==> src/rtl/msg_ram_sequencer.sv <==
// Message RAM transmit sequencer: streams bytes from a synchronous RAM to a valid/ready sink.
// Optional trailing XOR checksum beat is enabled by defining CHECKSUM_EN.
module msg_ram_sequencer #(
    parameter int         ADDR_W    = 8,
    parameter int         MAX_LEN   = 256,
    parameter logic [7:0] TERM_CHAR = 8'h00
) (
    input  logic              clk,
    input  logic              reset,
    input  logic              start,
    input  logic              abort,
    input  logic [ADDR_W-1:0] base_addr,
    output logic              ram_rd,
    output logic [ADDR_W-1:0] ram_addr,
    input  logic [7:0]        ram_rdata,
    output logic [7:0]        out_data,
    output logic              out_valid,
    input  logic              out_ready,
    output logic              busy,
    output logic              done,
    output logic [ADDR_W:0]   byte_count
);

    typedef enum logic [2:0] {
        S_IDLE,
        S_FETCH,
        S_WAIT,
        S_PRESENT,
        S_CHK,
        S_DONE
    } state_t;

    localparam logic [ADDR_W:0] MAX_CNT = (ADDR_W + 1)'(MAX_LEN);

    state_t            state;
    logic [ADDR_W-1:0] addr;
    logic [ADDR_W-1:0] addr_next;
    logic [ADDR_W:0]   cnt_next;

    assign ram_addr  = addr;
    assign addr_next = addr + ADDR_W'(1);
    assign cnt_next  = byte_count + (ADDR_W + 1)'(1);

`ifdef CHECKSUM_EN
    logic [7:0] checksum;
    logic [7:0] chk_next;

    assign chk_next = checksum ^ out_data;
`endif

    always_ff @(posedge clk) begin
        if (reset) begin
            state      <= S_IDLE;
            addr       <= '0;
            byte_count <= '0;
            out_data   <= '0;
            out_valid  <= 1'b0;
            ram_rd     <= 1'b0;
            busy       <= 1'b0;
            done       <= 1'b0;
`ifdef CHECKSUM_EN
            checksum   <= '0;
`endif
        end else begin
            ram_rd <= 1'b0;
            done   <= 1'b0;
            unique case (state)
                S_IDLE: begin
                    if (start) begin
                        addr       <= base_addr;
                        byte_count <= '0;
`ifdef CHECKSUM_EN
                        checksum   <= '0;
`endif
                        ram_rd     <= 1'b1;
                        busy       <= 1'b1;
                        state      <= S_FETCH;
                    end
                end
                S_FETCH: begin
                    state <= S_WAIT;
                end
                S_WAIT: begin
                    if (ram_rdata == TERM_CHAR) begin
`ifdef CHECKSUM_EN
                        out_data  <= checksum;
                        out_valid <= 1'b1;
                        state     <= S_CHK;
`else
                        done  <= 1'b1;
                        state <= S_DONE;
`endif
                    end else begin
                        out_data  <= ram_rdata;
                        out_valid <= 1'b1;
                        state     <= S_PRESENT;
                    end
                end
                S_PRESENT: begin
                    if (out_ready) begin
                        byte_count <= cnt_next;
                        addr       <= addr_next;
`ifdef CHECKSUM_EN
                        checksum   <= chk_next;
`endif
                        // Length cap reached: no further read is issued.
                        if (cnt_next == MAX_CNT) begin
`ifdef CHECKSUM_EN
                            out_data <= chk_next;
                            state    <= S_CHK;
`else
                            out_valid <= 1'b0;
                            done      <= 1'b1;
                            state     <= S_DONE;
`endif
                        end else begin
                            out_valid <= 1'b0;
                            ram_rd    <= 1'b1;
                            state     <= S_FETCH;
                        end
                    end
                end
                S_CHK: begin
                    if (out_ready) begin
                        out_valid <= 1'b0;
                        done      <= 1'b1;
                        state     <= S_DONE;
                    end
                end
                S_DONE: begin
                    busy  <= 1'b0;
                    state <= S_IDLE;
                end
                default: begin
                    state <= S_IDLE;
                end
            endcase
            // Abort wins over the state update but keeps any beat accepted this cycle.
            if (abort && state != S_IDLE) begin
                state     <= S_IDLE;
                out_valid <= 1'b0;
                ram_rd    <= 1'b0;
                done      <= 1'b0;
                busy      <= 1'b0;
            end
        end
    end

endmodule
==> config.mk <==
export PLATFORM = sky130hd
export DESIGN_NAME = msg_ram_sequencer
export DESIGN_NICKNAME = d
export VERILOG_FILES = /design/src/rtl/msg_ram_sequencer.sv
export SDC_FILE = /design/constraint.sdc
export NUM_CORES = 1
export LEC_CHECK = 0
export ABC_CLOCK_PERIOD_IN_PS = 5330
export CAP_MARGIN = 30
export CORE_ASPECT_RATIO = 1.75
export CORE_MARGIN = 1.5
export CORE_UTILIZATION = 34
export CTS_CLUSTER_DIAMETER = 50
export DETAILED_ROUTE_END_ITERATION = 16
export PLACE_DENSITY = 0.6
export SKIP_LAST_GASP = 1
export SLEW_MARGIN = 20
export SYNTH_ARGS = -nofsm -noshare
export SYNTH_HDL_FRONTEND = slang
export SYNTH_SLANG_ARGS = --single-unit
==> constraint.sdc <==
create_clock -name clk -period 5.33 [get_ports clk]
set_input_delay 0.533 -clock clk [delete_from_list [all_inputs] [get_ports clk]]
set_output_delay 0.533 -clock clk [all_outputs]
set_load 0.005 [all_outputs]
# Word level (Yosys, flattened, before mapping)

Index checks and enable logic that the tools add are counted.

$add $sub $neg: 2
Eq/ne operators: 11
Muxes and demuxes: 26
Bitwise logic cells: 1
Reductions and logical operators: 14

Operator list:

| cell                                                   | count |
|---|---|
| 2-to-1 mux 9 bit                                       | 2 |
| one-hot mux 9 bit (2 select lines)                     | 1 |
| 2-to-1 mux 8 bit                                       | 2 |
| one-hot mux 8 bit (2 select lines)                     | 1 |
| 2-to-1 mux 3 bit                                       | 5 |
| one-hot mux 3 bit (5 select lines)                     | 1 |
| 2-to-1 mux 1 bit                                       | 10 |
| adder 9 x 1 -> 9 bit (second input constant)           | 1 |
| equality test 9 bit (second input constant)            | 1 |
| AND reduction 3 bit                                    | 3 |
| adder 8 x 1 -> 8 bit (second input constant)           | 1 |
| logical NOT 8 bit                                      | 1 |
| inequality test 2 bit (second input constant)          | 4 |
| equality test 3 x 2 -> 1 bit (second input constant)   | 2 |
| equality test 3 bit (second input constant)            | 2 |
| one-hot mux 1 bit (2 select lines)                     | 3 |
| nonzero test 2 bit                                     | 3 |
| AND reduction 2 bit                                    | 2 |
| OR reduction 2 bit                                     | 2 |
| equality test 3 x 1 -> 1 bit (second input constant)   | 1 |
| logical NOT 3 bit                                      | 1 |
| one-hot mux 1 bit (3 select lines)                     | 1 |
| nonzero test 3 bit                                     | 1 |
| inequality test 2 x 1 -> 1 bit (second input constant) | 1 |
| other kinds (2)                                        | 2 |

Flip-flop bits (word level): 32
Input port bits: 21
Output and inout bits: 29
Word-level logic and storage cells: 62

# Logic depth before layout (Yosys ltp)

Depth in word-level cells: 5
Mapped depth: 7
Mapped depth without buffers: 6

# Worst setup path before layout

OpenSTA, ideal clock, no wires.

Path type: register to register
Start: reg byte_count[0]
End: reg ram_rd
Library setup time: 0.140 ns
Arrival time: 1.610 ns
Required time: 5.190 ns
Slack: 3.580 ns
Cell stages (with the launch flop): 7
Buffers on the path: 0
Clock period less this slack: 1.750 ns
Cells stage by stage: dfxtp_1 ha_1 nand3_1 nor4_1 a31oi_1 a2111oi_2 o22ai_1

Word-level cells in the longest chain between the ends: 5

Ends and longest elaborated chain:

| element                            | RTL line | source |
|---|---|---|
| start, declared                    | 21       | `output logic [ADDR_W:0] byte_count` |
| start signal, assigned             | 101      | `byte_count <= cnt_next;` |
| adder 9 x 1 -> 9 bit               | 42       | `assign cnt_next = byte_count + (ADDR_W + 1)'(1);` |
| equality test 9 bit                | 107      | `if (cnt_next == MAX_CNT) begin` |
| 2-to-1 mux 1 bit                   | 107      |  |
| 2-to-1 mux 1 bit                   | 100      | `if (out_ready) begin` |
| one-hot mux 1 bit (2 select lines) | 67       | `unique case (state)` |
| end signal, assigned               | 65       | `ram_rd <= 1'b0;` |
| end signal, assigned               | 75       | `ram_rd <= 1'b1;` |
| end signal, assigned               | 118      | `ram_rd <= 1'b1;` |
| end, declared                      | 13       | `output logic ram_rd,` |

Every way passes these cells.
A chain may end at the register's enable or synchronous reset.

# Worst setup path in the final report

Start: in start
End: reg addr[7], in the netlist ram_addr[7]

Word-level cells in the longest chain between the ends: 2

Ends and longest elaborated chain:

| element                                | RTL line | source |
|---|---|---|
| start, declared                        | 10       | `input logic start,` |
| inequality test 2 bit (no source line) | n/a      |  |
| AND reduction 3 bit (no source line)   | n/a      |  |
| end signal, assigned                   | 70       | `addr <= base_addr;` |
| end signal, assigned                   | 102      | `addr <= addr_next;` |
| end, declared                          | 36       | `logic [ADDR_W-1:0] addr;` |

Every way passes these cells.

==> results.md <==
- CTS root buf: clkbuf_8
- Port bufs: 49
- Fin nets: 288
- Final Non-Filler Cells: 317
- Skew final: about 0.0076 ns
- GRT overflow: 0
- Die Span Y: 96 um
- Global-route wire length before repair: between 7 and 8 mm
- Die area: 5390 um^2
- Share of cells above drive strength 1: 6.42%
- Effective utilization at floorplan: 35.7%
- Asr flop ratio synth: 0%
- Hold_sp: out_data[7]
- Xor/xnor share of the synthesized area: 2.08%
- Power Dens Cells: 267 nW/um^2
- Max FO, Critical Path: 12
- Gr usage total: 17.3%
- Min Tclk post-route: 2.13 ns
- Max_slew headroom: between 60% and 70%
- Dominant combinational cell family by area after synthesis: simple AND/OR/NAND/NOR gates
- Sequential area share after synthesis: 38.1%
- Post-Syn Area per Cell: 7.71 um^2
- Slew @ Worst Pin: between 0.5 and 0.6 ns
- CP peak stage delay: roughly 0.5 ns
- Layout area overhead: 37.9%
- Post-synth top flop: dfxtp_1
- Simple-gate portion of the synthesized area: between 20% and 30%
- CTS tree: done
- Post-synthesis compound-gate area fraction: a little under a quarter
- Hold Crit Class: flop to flop
- Final hold vios: 0
- Pre-antenna DRT Iters: 4
- Worst R2R Start: byte_count[0]
- Die Wd: about 56 um
- Num CTS Buffers: 5
- Leak pwr: between 0.0008 and 0.0009 uW
- Critical setup path kind: input port to flop
- Number of setup buffers added after CTS: 0
- Hold_buf cts: 0
- Data required, critical path: approximately 5.5 ns
- Hold Path Stages: 2
- Worst hold margin: between 0.4 and 0.5 ns
- Worst R2R End: ram_rd
- Largest net degree at the start of global routing: 28
- Crit path cell chain: clkdlybuf4s50_1 > or3b_1 > a21oi_1 > clkbuf_4 > nor2_1 > a2111oi_0
- Final Setup Violations: 0
- Setup TNS: 0 ns
- Starting DRT DRC Count: 20
- Peak VDD IR: 0.000175 V
- Number of flops mapped to enable cells by yosys: 0
- Ys Warns: 0
- Clock latency on the worst-skew pair: 0.29 ns
- Vias in the first global route: 1569
- Synth Area in Adders: 2.23%
- GP Congestion: ~0.76
- Sink Count: 32
- Worst setup SP type: input port
- Multiplexer area fraction after synthesis: 0.670%
- Data arrival, critical path: 2.30 ns
- Count of antenna diodes in the layout: 0
- Wire per inst: around 14 um
- Type of element capturing the critical path: flop
- Post-synth cell types: 43
- Routed WL: 4.42 mm
- Reg clk slew, reported paths: 0.07 ns
- Fin crit share: 39.9%
- Reg2Reg Setup Slack: 3.34 ns
- RSZ-0062 raised after global routing: no
- Syn Inst Count: 218
- Dpl hpwl: roughly 3.2 mm
- Longest Clk Path Bufs: 2
- Synthesized flop and latch total: 32
- Fmax: 0.470 GHz
- DRT antenna net count: 0
- Initial antenna violation count: 0
- IO Pins: 50
- Hold endpoint: out_data[7]
- Syn Nets: 242
- Status: finished clean
- Drt via density: 5.32
- CP max stage cell: clkdlybuf4s50_1
- CTS H-tree lvls: 2
- Std-Cell Core Area: 4710 um^2
- Placed Cells: 308
- Max Cap Viol: 0
- Rows: 33
- R2R cell count: 6
- Max-slew violation count: 0
- CTS resizes: 0
- Area of the mapped netlist: 1680 um^2
- Via count: 1685
- DRC: 0
==> through the flow <==
| step | utilization, % | power [uW] | cell area, um^2 | setup WS, ns |
|---|---|---|---|---|
| global placement | 46.4 | 368 | 2180 | 2.55 |
| detailed placement | 46.4 | 368 | 2180 | 2.51 |
| finish | 49.2 | 620 | 2320 | 3.20 |
| CTS | 49.1 | 628 | 2310 | 2.82 |
| floorplan | - | 318 | 1680 | 3.58 |
| global route | 49.2 | 648 | 2320 | 3.04 |
==> cell families (layout without fill, tap and decap cells) <==
| kind of cell | Yosys count | count (layout) |
|---|---|---|
| adders and majority gates | 3 | 3 |
| and+or+nand+nor | 97 | 97 |
| muxes | 1 | 1 |
| xor gates and xnor gates | 4 | 4 |
| DFF | 32 | 32 |
| buffers and inverters | 16 | 63 |
| AOI/OAI and AO/OA | 65 | 65 |
==> power by group <==
| part | switching, uW | internal [uW] | total [uW] |
|---|---|---|---|
| Combinational | 43.1 | 53.5 | 96.5 |
| Clock | 91.8 | 165 | 257 |
| Sequential | 14.0 | 252 | 266 |
| Total | 149 | 471 | 620 |
==> cells in the mapped netlist (all sizes together), types with 4 or more instances <==
library cell	instances	area share, %
clkbuf	4	0.89
nor2	29	6.6
nand2	24	5.4
o21ai	19	5.9
and2	4	1.5
nor3	5	1.5
a22oi	6	2.7
nor3b	4	1.8
dfxtp	32	38
a21oi	23	6.9
buf	9	3.1
nand3	10	3.0
and3	6	2.2
==> metal layers <==
| metal | global-route usage [%] | vias up | part of all wire [%] |
|---|---|---|---|
| met5 | 0 | - | 0 |
| li1 | - | 875 | - |
| met1 | 17.5 | 758 | 41 |
| met4 | 9.92 | 0 | 2.9 |
| met2 | 32.2 | 41 | 53 |
| met3 | 4.03 | 11 | 3.7 |
==> registers in the layout, summed over array words and instances (netlist names) <==
signal      count
state           3
out_valid       1
ram_addr        8
done            1
ram_rd          1
out_data        8
busy            1
byte_count      9
==> cells in the final DEF (no fill, tap or decap), types with 2 or more instances in the layout <==
cell | synthesis | final
nor3_1 | 5 | 5
and2_1 | 4 | 4
a22o_1 | 2 | 2
o21ai_0 | 18 | 18
a311oi_1 | 3 | 3
nand2_1 | 24 | 24
ha_1 | 3 | 3
nor2b_1 | 2 | 2
and3_1 | 6 | 6
clkbuf_8 | 0 | 7
inv_1 | 3 | 3
nor3b_1 | 4 | 4
clkdlybuf4s50_1 | 0 | 49
dfxtp_1 | 32 | 32
a21o_1 | 3 | 3
a31oi_1 | 2 | 2
a22oi_1 | 6 | 6
nand3b_1 | 2 | 2
or3_1 | 2 | 2
nand3_1 | 10 | 10
nor2_1 | 28 | 28
nor4_1 | 3 | 3
a21oi_1 | 23 | 23
buf_4 | 1 | 2
xnor2_1 | 3 | 3
a211oi_1 | 2 | 2
==> critical path: cells and delay by family <==
| family | cells | cell delay, ns |
|---|---|---|
| simple gates | 2 | 0.42 |
| compound gates | 2 | 0.58 |
| buf+inv | 2 | 0.76 |
==> worst max-delay path by stage <==
stage	depth (start not counted)	end	startpoint
global placement	6	byte_count[4]	start
floorplan	6	ram_rd	byte_count[0]
detailed placement	6	ram_addr[5]	start
global route	6	ram_rd	byte_count[0]
CTS	6	ram_addr[5]	start
finish	6	ram_addr[7]	start
==> cell type report <==
type / count / area [um^2]
clock buffers: 7 / 96.3
clock inverters: 1 / 30.0
fillers: 501 / 2390
inverters: 3 / 11.3
multi-input cells: 170 / 961
flip-flops and latches: 32 / 641
well taps: 52 / 65.1
repair buffers: 52 / 513
(Power assumes the default switching activity.)
